--- config.mk ---
export PLATFORM = sky130hd
export DESIGN_NAME = dir_button_encoder
export DESIGN_NICKNAME = d
export VERILOG_FILES = /design/src/rtl/pacman_input_pkg.sv /design/src/rtl/btn_debounce.sv /design/src/rtl/dir_button_encoder.sv
export SDC_FILE = /design/constraint.sdc
export NUM_CORES = 1
export LEC_CHECK = 0
export ABC_AREA = 1
export CAP_MARGIN = 20
export CORE_UTILIZATION = 63
export CTS_CLUSTER_SIZE = 25
export DETAILED_ROUTE_END_ITERATION = 10
export PLACE_DENSITY = 0.78
export SLEW_MARGIN = 10
export SYNTH_ARGS = -nofsm -noshare
export SYNTH_HDL_FRONTEND = slang
export SYNTH_SLANG_ARGS = --single-unit
--- constraint.sdc ---
create_clock -name clk -period 4.7 [get_ports clk]
set_input_delay 0.47 -clock clk [delete_from_list [all_inputs] [get_ports clk]]
set_output_delay 0.47 -clock clk [all_outputs]
set_load 0.02 [all_outputs]
--- src/rtl/pacman_input_pkg.sv ---
// Shared definitions for the player-input path: button count, direction codes,
// arbiter state type and a lowest-set-bit helper used by the arbiter.
package pacman_input_pkg;

    localparam int unsigned NUM_BTNS = 4;
    localparam int unsigned DIR_W    = 2;

    localparam logic [DIR_W-1:0] DIR_UP    = 2'd0;
    localparam logic [DIR_W-1:0] DIR_RIGHT = 2'd1;
    localparam logic [DIR_W-1:0] DIR_DOWN  = 2'd2;
    localparam logic [DIR_W-1:0] DIR_LEFT  = 2'd3;

    typedef enum logic [0:0] {
        IDLE   = 1'b0,
        ACTIVE = 1'b1
    } state_t;

    // Index of the lowest set bit; 0 when none are set.
    function automatic logic [DIR_W-1:0] lowest_set(input logic [NUM_BTNS-1:0] v);
        logic [DIR_W-1:0] r;
        r = DIR_UP;
        for (int i = int'(NUM_BTNS) - 1; i >= 0; i--) begin
            if (v[i]) begin
                r = DIR_W'(i);
            end
        end
        return r;
    endfunction

endpackage

--- src/rtl/btn_debounce.sv ---
// Single-button synchroniser and debouncer.
// Ports:
//   clk    in  system clock
//   rst    in  asynchronous active-high reset
//   raw    in  raw button level, asynchronous to clk
//   stable out debounced level; toggles after DEBOUNCE_CYCLES consecutive
//              cycles of the synchronised input disagreeing with it
module btn_debounce #(
    parameter int unsigned DEBOUNCE_CYCLES = 500000,
    parameter int unsigned CNT_W           = $clog2(DEBOUNCE_CYCLES) + 1
) (
    input  logic clk,
    input  logic rst,
    input  logic raw,
    output logic stable
);

    logic             sync1;
    logic             sync2;
    logic [CNT_W-1:0] cnt;

    // Two-flop synchroniser, disagreement counter and accepted level.
    always_ff @(posedge clk or posedge rst) begin
        if (rst) begin
            sync1  <= 1'b0;
            sync2  <= 1'b0;
            cnt    <= '0;
            stable <= 1'b0;
        end else begin
            sync1 <= raw;
            sync2 <= sync1;
            if (sync2 == stable) begin
                cnt <= '0;
            end else if (cnt == CNT_W'(DEBOUNCE_CYCLES - 1)) begin
                stable <= ~stable;
                cnt    <= '0;
            end else begin
                cnt <= cnt + CNT_W'(1);
            end
        end
    end

endmodule

--- src/rtl/dir_button_encoder.sv ---
// Direction button encoder: debounces four direction buttons and arbitrates them
// into a 2-bit direction code, a held flag and a one-cycle press strobe.
// Optional feature macro: BTN_REPEAT_EN adds an auto-repeat strobe every
// REPEAT_CYCLES cycles while the captured direction stays held.
// Ports:
//   clk         in   system clock
//   rst         in   asynchronous active-high reset
//   btn_raw     in   [0]=up [1]=right [2]=down [3]=left, active-high, async
//   num         out  selected direction index, holds last value on release
//   pressed     out  high while the selected direction is debounced-held
//   press_pulse out  one-cycle strobe on capture/switch (and repeats)
module dir_button_encoder
    import pacman_input_pkg::*;
#(
    parameter int unsigned DEBOUNCE_CYCLES = 500000,
    parameter int unsigned REPEAT_CYCLES   = 25000000
) (
    input  logic             clk,
    input  logic             rst,
    input  logic [3:0]       btn_raw,
    output logic [DIR_W-1:0] num,
    output logic             pressed,
    output logic             press_pulse
);

    localparam int unsigned CNT_W =
        $clog2((DEBOUNCE_CYCLES > REPEAT_CYCLES) ? DEBOUNCE_CYCLES : REPEAT_CYCLES) + 1;

    logic [NUM_BTNS-1:0] stable;

    state_t           state;
    state_t           state_nxt;
    logic [DIR_W-1:0] num_nxt;
    logic             pressed_nxt;
    logic             pulse_nxt;

    for (genvar gi = 0; gi < NUM_BTNS; gi++) begin : g_deb
        btn_debounce #(
            .DEBOUNCE_CYCLES (DEBOUNCE_CYCLES),
            .CNT_W           (CNT_W)
        ) u_deb (
            .clk    (clk),
            .rst    (rst),
            .raw    (btn_raw[gi]),
            .stable (stable[gi])
        );
    end

`ifdef BTN_REPEAT_EN
    logic [CNT_W-1:0] rpt;
    logic [CNT_W-1:0] rpt_nxt;

    always_ff @(posedge clk or posedge rst) begin
        if (rst) begin
            rpt <= '0;
        end else begin
            rpt <= rpt_nxt;
        end
    end
`endif

    // Arbiter state and registered outputs.
    always_ff @(posedge clk or posedge rst) begin
        if (rst) begin
            state       <= IDLE;
            num         <= DIR_UP;
            pressed     <= 1'b0;
            press_pulse <= 1'b0;
        end else begin
            state       <= state_nxt;
            num         <= num_nxt;
            pressed     <= pressed_nxt;
            press_pulse <= pulse_nxt;
        end
    end

    // Next-state: capture lowest stable button, lock until it releases.
    always_comb begin
        state_nxt   = state;
        num_nxt     = num;
        pressed_nxt = pressed;
        pulse_nxt   = 1'b0;
`ifdef BTN_REPEAT_EN
        rpt_nxt     = rpt;
`endif
        case (state)
            IDLE: begin
                if (|stable) begin
                    num_nxt     = lowest_set(stable);
                    pressed_nxt = 1'b1;
                    pulse_nxt   = 1'b1;
                    state_nxt   = ACTIVE;
`ifdef BTN_REPEAT_EN
                    rpt_nxt     = '0;
`endif
                end
            end
            ACTIVE: begin
                if (!stable[num]) begin
                    // Captured button released: hand over or go idle.
                    if (|stable) begin
                        num_nxt   = lowest_set(stable);
                        pulse_nxt = 1'b1;
                    end else begin
                        pressed_nxt = 1'b0;
                        state_nxt   = IDLE;
                    end
`ifdef BTN_REPEAT_EN
                    rpt_nxt = '0;
`endif
                end else begin
`ifdef BTN_REPEAT_EN
                    if (rpt == CNT_W'(REPEAT_CYCLES - 1)) begin
                        pulse_nxt = 1'b1;
                        rpt_nxt   = '0;
                    end else begin
                        rpt_nxt = rpt + CNT_W'(1);
                    end
`endif
                end
            end
            default: begin
                state_nxt = IDLE;
            end
        endcase
    end

endmodule

==> impl_metrics.py, run 1 <==
metrics = {
    "grt": {
        "global_route.overflow_total": 0,
        "overall_track_demand_over_capacity_in_global_routing_pct": 29.8,
        "first_global_vias": 5732,
        "grt_start_max_net_pins": 60,
        "antenna_found_initial": 0,
        "grt_first_pass_wirelength_um": 26000,
    },
    "detailed_routing": {
        "postRouteAntennaNets": 0,
        "post-route-drc-count": 0,
        "drt_wl_total_um": 15100,
        "avgRoutedWirePerCell_um": 13.6,
        "firstDrtPassIters": 5,
        "via_per_inst": 5.38,
        "first_iter_violations": 379,
        "vias": 5975,
    },
    "floorplanning": {
        "initial_core_util_pct": 65.4,
        "floorplan.rows": 37,
        "chipHeight_um": 106,
        "die_area_mm2": 0.0112,
        "ios": 10,
        "dieWidth_um": 106,
        "design.core.area_mm2": 0.0104,
    },
    "cells_and_area": {
        "layout_common_cells": "sky130_fd_sc_hd__nor2_1, sky130_fd_sc_hd__nand2_1, sky130_fd_sc_hd__dfrtp_1, sky130_fd_sc_hd__inv_1, sky130_fd_sc_hd__nand3_1",
        "synthToLayoutAreaGrowth_pct": 12.6,
        "ant_cells": 0,
        "postLayoutCoreUtil_pct": 73.7,
        "final_layout_size_suffix_gt1_share_pct": 8.92,
        "final-instance-count-excl-fill": 1111,
        "design.final.nets": 973,
        "layout.cells.most_common": "sky130_fd_sc_hd__nor2_1",
        "final_cell_area_mm2": 0.00764,
    },
    "worst_setup_path": {
        "timing.critical_path.slowest_stage_cell": "sky130_fd_sc_hd__clkdlybuf4s50_1",
        "critical_path_peak_fanout": 4,
        "path_delay_family": "buffers and inverters",
        "cp_num_buf_inv": 1,
        "criticalPathCategory": "reg -> out",
        "worstPathCellList": "clkdlybuf4s50_1",
        "crit_path_start_kind": "flip-flop",
        "crit_path_end_kind": "primary output",
        "arrival_ns": 1.56,
        "cp_data_required_time_ns": 4.23,
        "max_stage_delay_ns": 0.62,
    },
    "placed_design": {
        "placedCellCount": 1080,
        "gp_routability_congestion": 0.905,
        "placement.cell_area_mm2": 0.00704,
        "buffer_ports.inserted": 9,
        "dp_hpwl_um": 10700,
        "dp_slack_ns": 2.73,
    },
    "status": {
        "status": "complete, no violations",
    },
    "timing": {
        "total_of_endpoints_with_negative_setup_slack_in_the_final_report": 0,
        "tightest_slew_ns": 0.728,
        "worst_clock_skew_ns": 0.0111,
        "slew_headroom_pct": 51.5,
        "max_freq_ghz": 0.494,
        "final.period_utilization_pct": 43.1,
        "fin_crit_period_ns": 2.03,
        "hold_violations": 0,
        "hold-worst-slack_ns": 0.349,
        "fin_tns_setup_ns": 0,
        "timing.final.ws_setup_ns": 2.67,
        "timing_max_transition_violations_final": 0,
        "grt_setup_unrepaired": "no",
    },
    "clocking": {
        "post-cts-setup-buffers": 0,
        "cts_inserted_buffers": 17,
        "cts_tree": "done",
        "cts.path.max_buffers": 2,
        "path_clk_slew_ns": 0.05,
        "ctsHtreeMaxLevel": 4,
        "cts.repair.resized": 0,
        "cts_num_sinks": 121,
        "worstSkewPairLatency_ns": 0.53,
        "cts.hold.buffers_added": 0,
        "ctsRootBufferMaster": "sky130_fd_sc_hd__clkbuf_8",
    },
    "logic_synthesis": {
        "synth_area_mm2": 0.00679,
        "synth.top_cells.by_area": "sky130_fd_sc_hd__dfrtp_1, sky130_fd_sc_hd__nor2_1, sky130_fd_sc_hd__nand2_1",
        "synthesis.nets": 947,
        "postSynthRegisterBits": 121,
        "synthesis.instances": 937,
        "synth_largest_type_area_fraction_pct": 44.6,
        "ys_seq_area_share_pct": 44.6,
        "synthDistinctLibCells": 25,
        "synth_warnings": 0,
        "synth_largest_area_cell": "sky130_fd_sc_hd__dfrtp_1",
        "postSynthAreaPerCell_um2": 7.24,
    },
    "power": {
        "design_power_total_mw": 2.47,
        "ir_drop_v": 0.000442,
        "p_leak_nw": 3.17,
        "cellPowerDensity_mw_per_mm2": 323,
    },
    "hold_path": {
        "hold_path.class": "reg -> reg",
    },
    "flow_run": {
        "max-cap-violations": 0,
    },
}
-- sequential cells by signal, indices dropped and copies added, names as in the netlist --
signal	flops
g_deb.u_deb.sync1	4
state	1
g_deb.u_deb.sync2	4
press_pulse	1
g_deb.u_deb.cnt	104
pressed	1
g_deb.u_deb.stable	4
num	2
-- layout make-up --
cell class / instances / area, um2
multi-input cells: 719 / 3390
well taps: 136 / 170
repair buffers: 11 / 105
fillers: 791 / 2730
clock inverters: 8 / 144
inverters: 93 / 352
flip-flops and latches: 121 / 3030
clock buffers: 23 / 457
-- metal layers --
layer	vias to the layer above	global-route usage, %	wire (um)	part of all wire, %
li1	2937	-	-	-
met1	2812	38.5	6660	44
met2	185	48.4	7240	48
met3	41	6.62	830	5.5
met4	0	12.8	382	2.5
met5	-	0	0	0
-- synth_stat cells (all sizes together) --
cell type    n
maj3         1
o21a         1
o211ai       1
a21oi       12
o21ai        4
nand3       77
a211oi       1
nand4        7
nand2      261
xnor2       22
nor2       284
nor3         5
ha           4
o21bai       3
nor3b        3
buf          4
xor2        33
inv         93
dfrtp      121
-- where the power goes --
group | internal, mW | switching [mW] | total (mW)
Clock | 0.885 | 0.459 | 1.34
Combinational | 0.0158 | 0.0474 | 0.0632
Sequential | 1.05 | 0.0106 | 1.06
-- cell families after synthesis --
family | share of synthesized area (%)
and+or+nand+nor | 39.8
DFF | 44.6
buffers and inverters | 5.44
xor gates and xnor gates | 7.43
AOI/OAI and AO/OA | 1.84
adders and majority gates | 0.885
-- path summary, 6_finish.rpt --
path                            cells after the start  slack, ns                      to                   from
worst max-delay path                                1       2.67                  num[1]                 num[1]
worst min-delay path                                0       0.35    g_deb[2].u_deb.sync2   g_deb[2].u_deb.sync1
worst max register to register                      8       3.03  g_deb[0].u_deb.cnt[16]  g_deb[0].u_deb.cnt[0]
worst min register to register                      0       0.35    g_deb[2].u_deb.sync2   g_deb[2].u_deb.sync1
max in group asynchronous                           3       3.36  g_deb[0].u_deb.cnt[10]                    rst
min in group asynchronous                           2       0.43  g_deb[2].u_deb.cnt[15]                    rst
Note: power is estimated with default switching activity, not from simulation.
==> run 2, diff against run 1 <==
--- a/config.mk
+++ b/config.mk
@@ -7,10 +7,10 @@
 export LEC_CHECK = 0
 export ABC_AREA = 1
 export CAP_MARGIN = 20
-export CORE_UTILIZATION = 63
+export CORE_UTILIZATION = 57
 export CTS_CLUSTER_SIZE = 25
 export DETAILED_ROUTE_END_ITERATION = 10
-export PLACE_DENSITY = 0.78
+export PLACE_DENSITY = 0.74
 export SLEW_MARGIN = 10
 export SYNTH_ARGS = -nofsm -noshare
 export SYNTH_HDL_FRONTEND = slang
==> constraint.sdc (replaced) <==
create_clock -name clk -period 1.84 [get_ports clk]
set_input_delay 0.184 -clock clk [delete_from_list [all_inputs] [get_ports clk]]
set_output_delay 0.184 -clock clk [all_outputs]
set_load 0.02 [all_outputs]
==> run 2 against run 1 <==
The flow now finishes with violations (DRC). Sequential power grew to 2.6 times the previous value. Register-to-register slack lost 2.8 ns. Clock power grew to 2.7 times the previous value. Die area grew 10%. Global-route usage shrank 3.0 points. Power grew to 2.6 times the previous value. Non-clock buffer count grew 4. Sequential share of layout area shrank 0.50 points. Via count shrank 3.0%. Critical endpoint unchanged. Highest routed layer unchanged.
==> impl_metrics.py, run 2 (synthesized netlist as in run 1, its figures left out) <==
metrics = {
    "floorplanning": {
        "floorplan.rows": 39,
        "ios": 10,
        "chipHeight_um": 111,
        "initial_core_util_pct": 58.9,
        "die_area_mm2": 0.0123,
        "design.core.area_mm2": 0.0115,
        "dieWidth_um": 111,
    },
    "timing": {
        "final.period_utilization_pct": 90.3,
        "worst_clock_skew_ns": 0.00718,
        "max_freq_ghz": 0.602,
        "tightest_slew_ns": 0.395,
        "hold_violations": 0,
        "fin_crit_period_ns": 1.66,
        "total_of_endpoints_with_negative_setup_slack_in_the_final_report": 0,
        "slew_headroom_pct": 73.6,
        "grt_setup_unrepaired": "no",
        "fin_tns_setup_ns": 0,
        "timing_max_transition_violations_final": 0,
        "hold-worst-slack_ns": 0.105,
        "timing.final.ws_setup_ns": 0.179,
    },
    "grt": {
        "antenna_found_initial": 0,
        "grt_first_pass_wirelength_um": 26000,
        "global_route.overflow_total": 0,
        "grt_start_max_net_pins": 40,
        "first_global_vias": 5606,
        "overall_track_demand_over_capacity_in_global_routing_pct": 26.8,
    },
    "power": {
        "power.switching_mw": 1.30,
        "p_sw_share_pct": 20.2,
        "seqPwrFrac_pct": 42.2,
        "power_frac_comb_pct": 2.6,
        "cellPowerDensity_mw_per_mm2": 833,
        "ir_drop_v": 0.000718,
        "design_power_total_mw": 6.45,
        "p_leak_nw": 3.21,
        "clkPwrFrac_pct": 55.2,
        "power.internal_mw": 5.15,
    },
    "cells_and_area": {
        "design.final.nets": 977,
        "nFillCells": 960,
        "synthToLayoutAreaGrowth_pct": 14.1,
        "final-instance-count-excl-fill": 1123,
        "largest_register_ff_count": 104,
        "final_layout_size_suffix_gt1_share_pct": 9.39,
        "layout_common_cells": "sky130_fd_sc_hd__nor2_1, sky130_fd_sc_hd__nand2_1, sky130_fd_sc_hd__dfrtp_1, sky130_fd_sc_hd__inv_1, sky130_fd_sc_hd__nand3_1",
        "ant_cells": 0,
        "final_cell_area_mm2": 0.00774,
        "layout.cells.most_common": "sky130_fd_sc_hd__nor2_1",
        "postLayoutCoreUtil_pct": 67.2,
        "largest_reg_by_ff_count": "g_deb.u_deb.cnt",
    },
    "detailed_routing": {
        "met2RoutedLength_um": 6990,
        "wl_met1_um": 6820,
        "drt_wl_total_um": 14800,
        "vias": 5793,
        "post-route-drc-count": 2,
        "firstDrtPassIters": 8,
        "avgRoutedWirePerCell_um": 13.2,
        "first_iter_violations": 359,
        "route.met3.wl_um": 804,
        "postRouteAntennaNets": 0,
        "via_per_inst": 5.16,
        "route.top_layer_used": "met4",
    },
    "worst_setup_path": {
        "crit_path_end_kind": "primary output",
        "arrival_ns": 1.48,
        "max_stage_delay_ns": 0.64,
        "timing.critical_path.slowest_stage_cell": "sky130_fd_sc_hd__clkdlybuf4s50_1",
        "crit_path_start_kind": "flip-flop",
        "cp_data_required_time_ns": 1.66,
        "worstPathCellList": "clkdlybuf4s50_1",
        "path_delay_family": "buffers and inverters",
        "criticalPathCategory": "reg -> out",
        "cp_num_buf_inv": 1,
        "critical_path_peak_fanout": 4,
    },
    "clocking": {
        "cts.repair.resized": 0,
        "ctsHtreeMaxLevel": 4,
        "post-cts-setup-buffers": 0,
        "ctsRootBufferMaster": "sky130_fd_sc_hd__clkbuf_16",
        "cts_tree": "done",
        "cts.path.max_buffers": 2,
        "cts.hold.buffers_added": 0,
        "path_clk_slew_ns": 0.06,
        "cts_num_sinks": 121,
        "cts_inserted_buffers": 17,
        "worstSkewPairLatency_ns": 0.42,
    },
    "status": {
        "status": "finished with violations",
        "violations": "DRC",
    },
    "placed_design": {
        "placedCellCount": 1091,
        "dp_hpwl_um": 10700,
        "dp_slack_ns": 0.270,
        "gp_routability_congestion": 0.894,
        "buffer_ports.inserted": 9,
        "placement.cell_area_mm2": 0.00711,
    },
    "flow_run": {
        "max-cap-violations": 0,
    },
    "hold_path": {
        "hold_path.class": "in -> async",
    },
}
-- run 2: power by group through the flow --
stage | Sequential, mW | Clock [mW] | Combinational [mW]
after detailed placement | 2.77 | 0 | 0.176
after global placement | 2.76 | 0 | 0.174
after global routing | 2.72 | 3.75 | 0.199
after CTS | 2.72 | 3.61 | 0.177
final | 2.72 | 3.56 | 0.171
after floorplan | 2.76 | 0 | 0.115
-- run 2: area by class of cell --
type                       count  area (um2)  share of cell area, %
clock buffer                  25         495                   6.40
clock inverter                 7         138                   1.78
inverter                      93         353                   4.56
multi-input combinational    719        3390                   43.8
sequential                   121        3030                   39.1
tap                          143         179                   2.31
timing repair buffer          15         160                   2.07
-- run 2: final timing paths --
kind,start,slack (ns),endpoint,cells after the start
min,rst,0.11,g_deb[1].u_deb.cnt[10],2
max in group asynchronous,rst,1.22,g_deb[3].u_deb.cnt[23],3
min in group clk,btn_raw[1],0.21,g_deb[1].u_deb.sync1,1
max,num[1],0.18,num[1],1
max reg2reg,g_deb[1].u_deb.cnt[0],0.28,g_deb[1].u_deb.cnt[15],8
min reg2reg,g_deb[0].u_deb.sync1,0.34,g_deb[0].u_deb.sync2,0
-- run 2: per-layer routing --
metal	vias up	GRT usage, %
met5	-	0
met4	0	8.74
met3	23	7.16
met2	157	42.3
met1	2663	35.9
li1	2950	-
==> run 3, diff against run 2 <==
--- a/config.mk
+++ b/config.mk
@@ -10,7 +10,7 @@
 export CORE_UTILIZATION = 57
 export CTS_CLUSTER_SIZE = 25
 export DETAILED_ROUTE_END_ITERATION = 10
-export PLACE_DENSITY = 0.74
+export PLACE_DENSITY_LB_ADDON = 0.15
 export SLEW_MARGIN = 10
 export SYNTH_ARGS = -nofsm -noshare
 export SYNTH_HDL_FRONTEND = slang
==> run 3 against run 2 <==
The flow now finishes without violations. First-iteration DRC count fell by 17%. Sequential share of layout area is 0.42 points higher. Design area shrank 1.1%. Global-route usage decreased by 0.056 points. Non-clock buffer count is 2 lower. Clock power shrank 9.3%. Critical path type unchanged.
==> impl_metrics.py, run 3 (synthesized netlist as in run 1, its figures left out) <==
metrics = {
    "clocking": {
        "ctsHtreeMaxLevel": 4,
        "path_clk_slew_ns": 0.05,
        "cts_tree": "done",
        "worstSkewPairLatency_ns": 0.42,
        "cts_num_sinks": 121,
        "ctsRootBufferMaster": "sky130_fd_sc_hd__clkbuf_16",
        "cts.hold.buffers_added": 0,
        "cts.repair.resized": 0,
        "post-cts-setup-buffers": 0,
        "cts_inserted_buffers": 17,
        "cts.path.max_buffers": 2,
    },
    "cells_and_area": {
        "ff_latch_area_mm2": 0.00303,
        "largest_register_ff_count": 104,
        "nFillCells": 1037,
        "design.final.nets": 975,
        "postLayoutCoreUtil_pct": 66.5,
        "synthToLayoutAreaGrowth_pct": 12.9,
        "final-instance-count-excl-fill": 1116,
        "ant_cells": 0,
        "largest_reg_by_ff_count": "g_deb.u_deb.cnt",
        "multi_input_area_mm2": 0.00339,
        "final_cell_area_mm2": 0.00766,
        "layout_common_cells": "sky130_fd_sc_hd__nor2_1, sky130_fd_sc_hd__nand2_1, sky130_fd_sc_hd__dfrtp_1, sky130_fd_sc_hd__inv_1, sky130_fd_sc_hd__nand3_1",
        "layout.cells.most_common": "sky130_fd_sc_hd__nor2_1",
        "final_layout_size_suffix_gt1_share_pct": 8.94,
    },
    "floorplanning": {
        "design.core.area_mm2": 0.0115,
        "initial_core_util_pct": 58.9,
        "ios": 10,
        "chipHeight_um": 111,
        "floorplan.rows": 39,
        "die_area_mm2": 0.0123,
        "dieWidth_um": 111,
    },
    "status": {
        "status": "complete, no violations",
    },
    "power": {
        "p_leak_nw": 3.17,
        "design_power_total_mw": 6.12,
        "cellPowerDensity_mw_per_mm2": 799,
        "ir_drop_v": 0.000684,
    },
    "placed_design": {
        "gp_routability_congestion": 0.890,
        "buffer_ports.inserted": 9,
        "dp_slack_ns": 0.272,
        "placement.cell_area_mm2": 0.00709,
        "placedCellCount": 1089,
        "dp_hpwl_um": 10800,
    },
    "detailed_routing": {
        "firstDrtPassIters": 7,
        "post-route-drc-count": 0,
        "avgRoutedWirePerCell_um": 13.1,
        "via_per_inst": 5.16,
        "postRouteAntennaNets": 0,
        "vias": 5757,
        "drt_wl_total_um": 14600,
        "first_iter_violations": 299,
    },
    "worst_setup_path": {
        "crit_path_end_kind": "primary output",
        "arrival_ns": 1.48,
        "criticalPathCategory": "reg -> out",
        "worstPathCellList": "clkdlybuf4s50_1",
        "max_stage_delay_ns": 0.65,
        "path_delay_family": "buffers and inverters",
        "crit_path_start_kind": "flip-flop",
        "critical_path_peak_fanout": 4,
        "timing.critical_path.slowest_stage_cell": "sky130_fd_sc_hd__clkdlybuf4s50_1",
        "cp_num_buf_inv": 1,
        "cp_data_required_time_ns": 1.66,
    },
    "timing": {
        "hold-worst-slack_ns": 0.121,
        "worst_clock_skew_ns": 0.00868,
        "final.period_utilization_pct": 90.2,
        "max_freq_ghz": 0.602,
        "grt_setup_unrepaired": "no",
        "hold_violations": 0,
        "timing_max_transition_violations_final": 0,
        "fin_crit_period_ns": 1.66,
        "total_of_endpoints_with_negative_setup_slack_in_the_final_report": 0,
        "timing.final.ws_setup_ns": 0.180,
        "fin_tns_setup_ns": 0,
        "slew_headroom_pct": 73.4,
        "tightest_slew_ns": 0.398,
    },
    "grt": {
        "global_route.overflow_total": 0,
        "grt_first_pass_wirelength_um": 26100,
        "first_global_vias": 5674,
        "antenna_found_initial": 0,
        "overall_track_demand_over_capacity_in_global_routing_pct": 26.7,
        "grt_start_max_net_pins": 51,
    },
    "hold_path": {
        "hold_path.class": "in -> async",
    },
    "flow_run": {
        "max-cap-violations": 0,
    },
}
==> run 3: power breakdown <==
| group | leakage (nW) | switching [mW] | internal [mW] | total [mW] |
|---|---|---|---|---|
| clock network | 0.280 | 1.10 | 2.13 | 3.23 |
| registers | 1.66 | 0.0268 | 2.70 | 2.72 |
| logic | 1.23 | 0.118 | 0.0474 | 0.165 |
| total | 3.17 | 1.25 | 4.87 | 6.12 |
==> run 3: layout make-up <==
cell class | count | share of cell area (%)
inverter | 93 | 4.61
tap | 143 | 2.34
clock buffer | 24 | 6.55
multi-input combinational | 719 | 44.2
clock inverter | 3 | 0.849
timing repair buffer | 13 | 1.89
sequential | 121 | 39.5
==> run 3: final timing paths <==
check | startpoint | endpoint | slack [ns] | depth (start not counted)
max | num[1] | num[1] | 0.18 | 1
min | rst | g_deb[2].u_deb.cnt[6] | 0.12 | 2
max reg2reg | g_deb[3].u_deb.cnt[0] | g_deb[3].u_deb.cnt[16] | 0.25 | 8
min reg2reg | g_deb[0].u_deb.sync1 | g_deb[0].u_deb.sync2 | 0.35 | 0
max in group asynchronous | rst | g_deb[3].u_deb.cnt[24] | 1.14 | 3
min in group clk | btn_raw[0] | g_deb[0].u_deb.sync1 | 0.21 | 1
==> run 3: per-layer routing <==
layer	track usage [%]	part of all wire, %	vias up
met5	0	0	-
met4	7.21	0.87	0
met3	6.72	4.7	15
met2	44.1	48	127
met1	35.0	46	2671
li1	-	-	2944
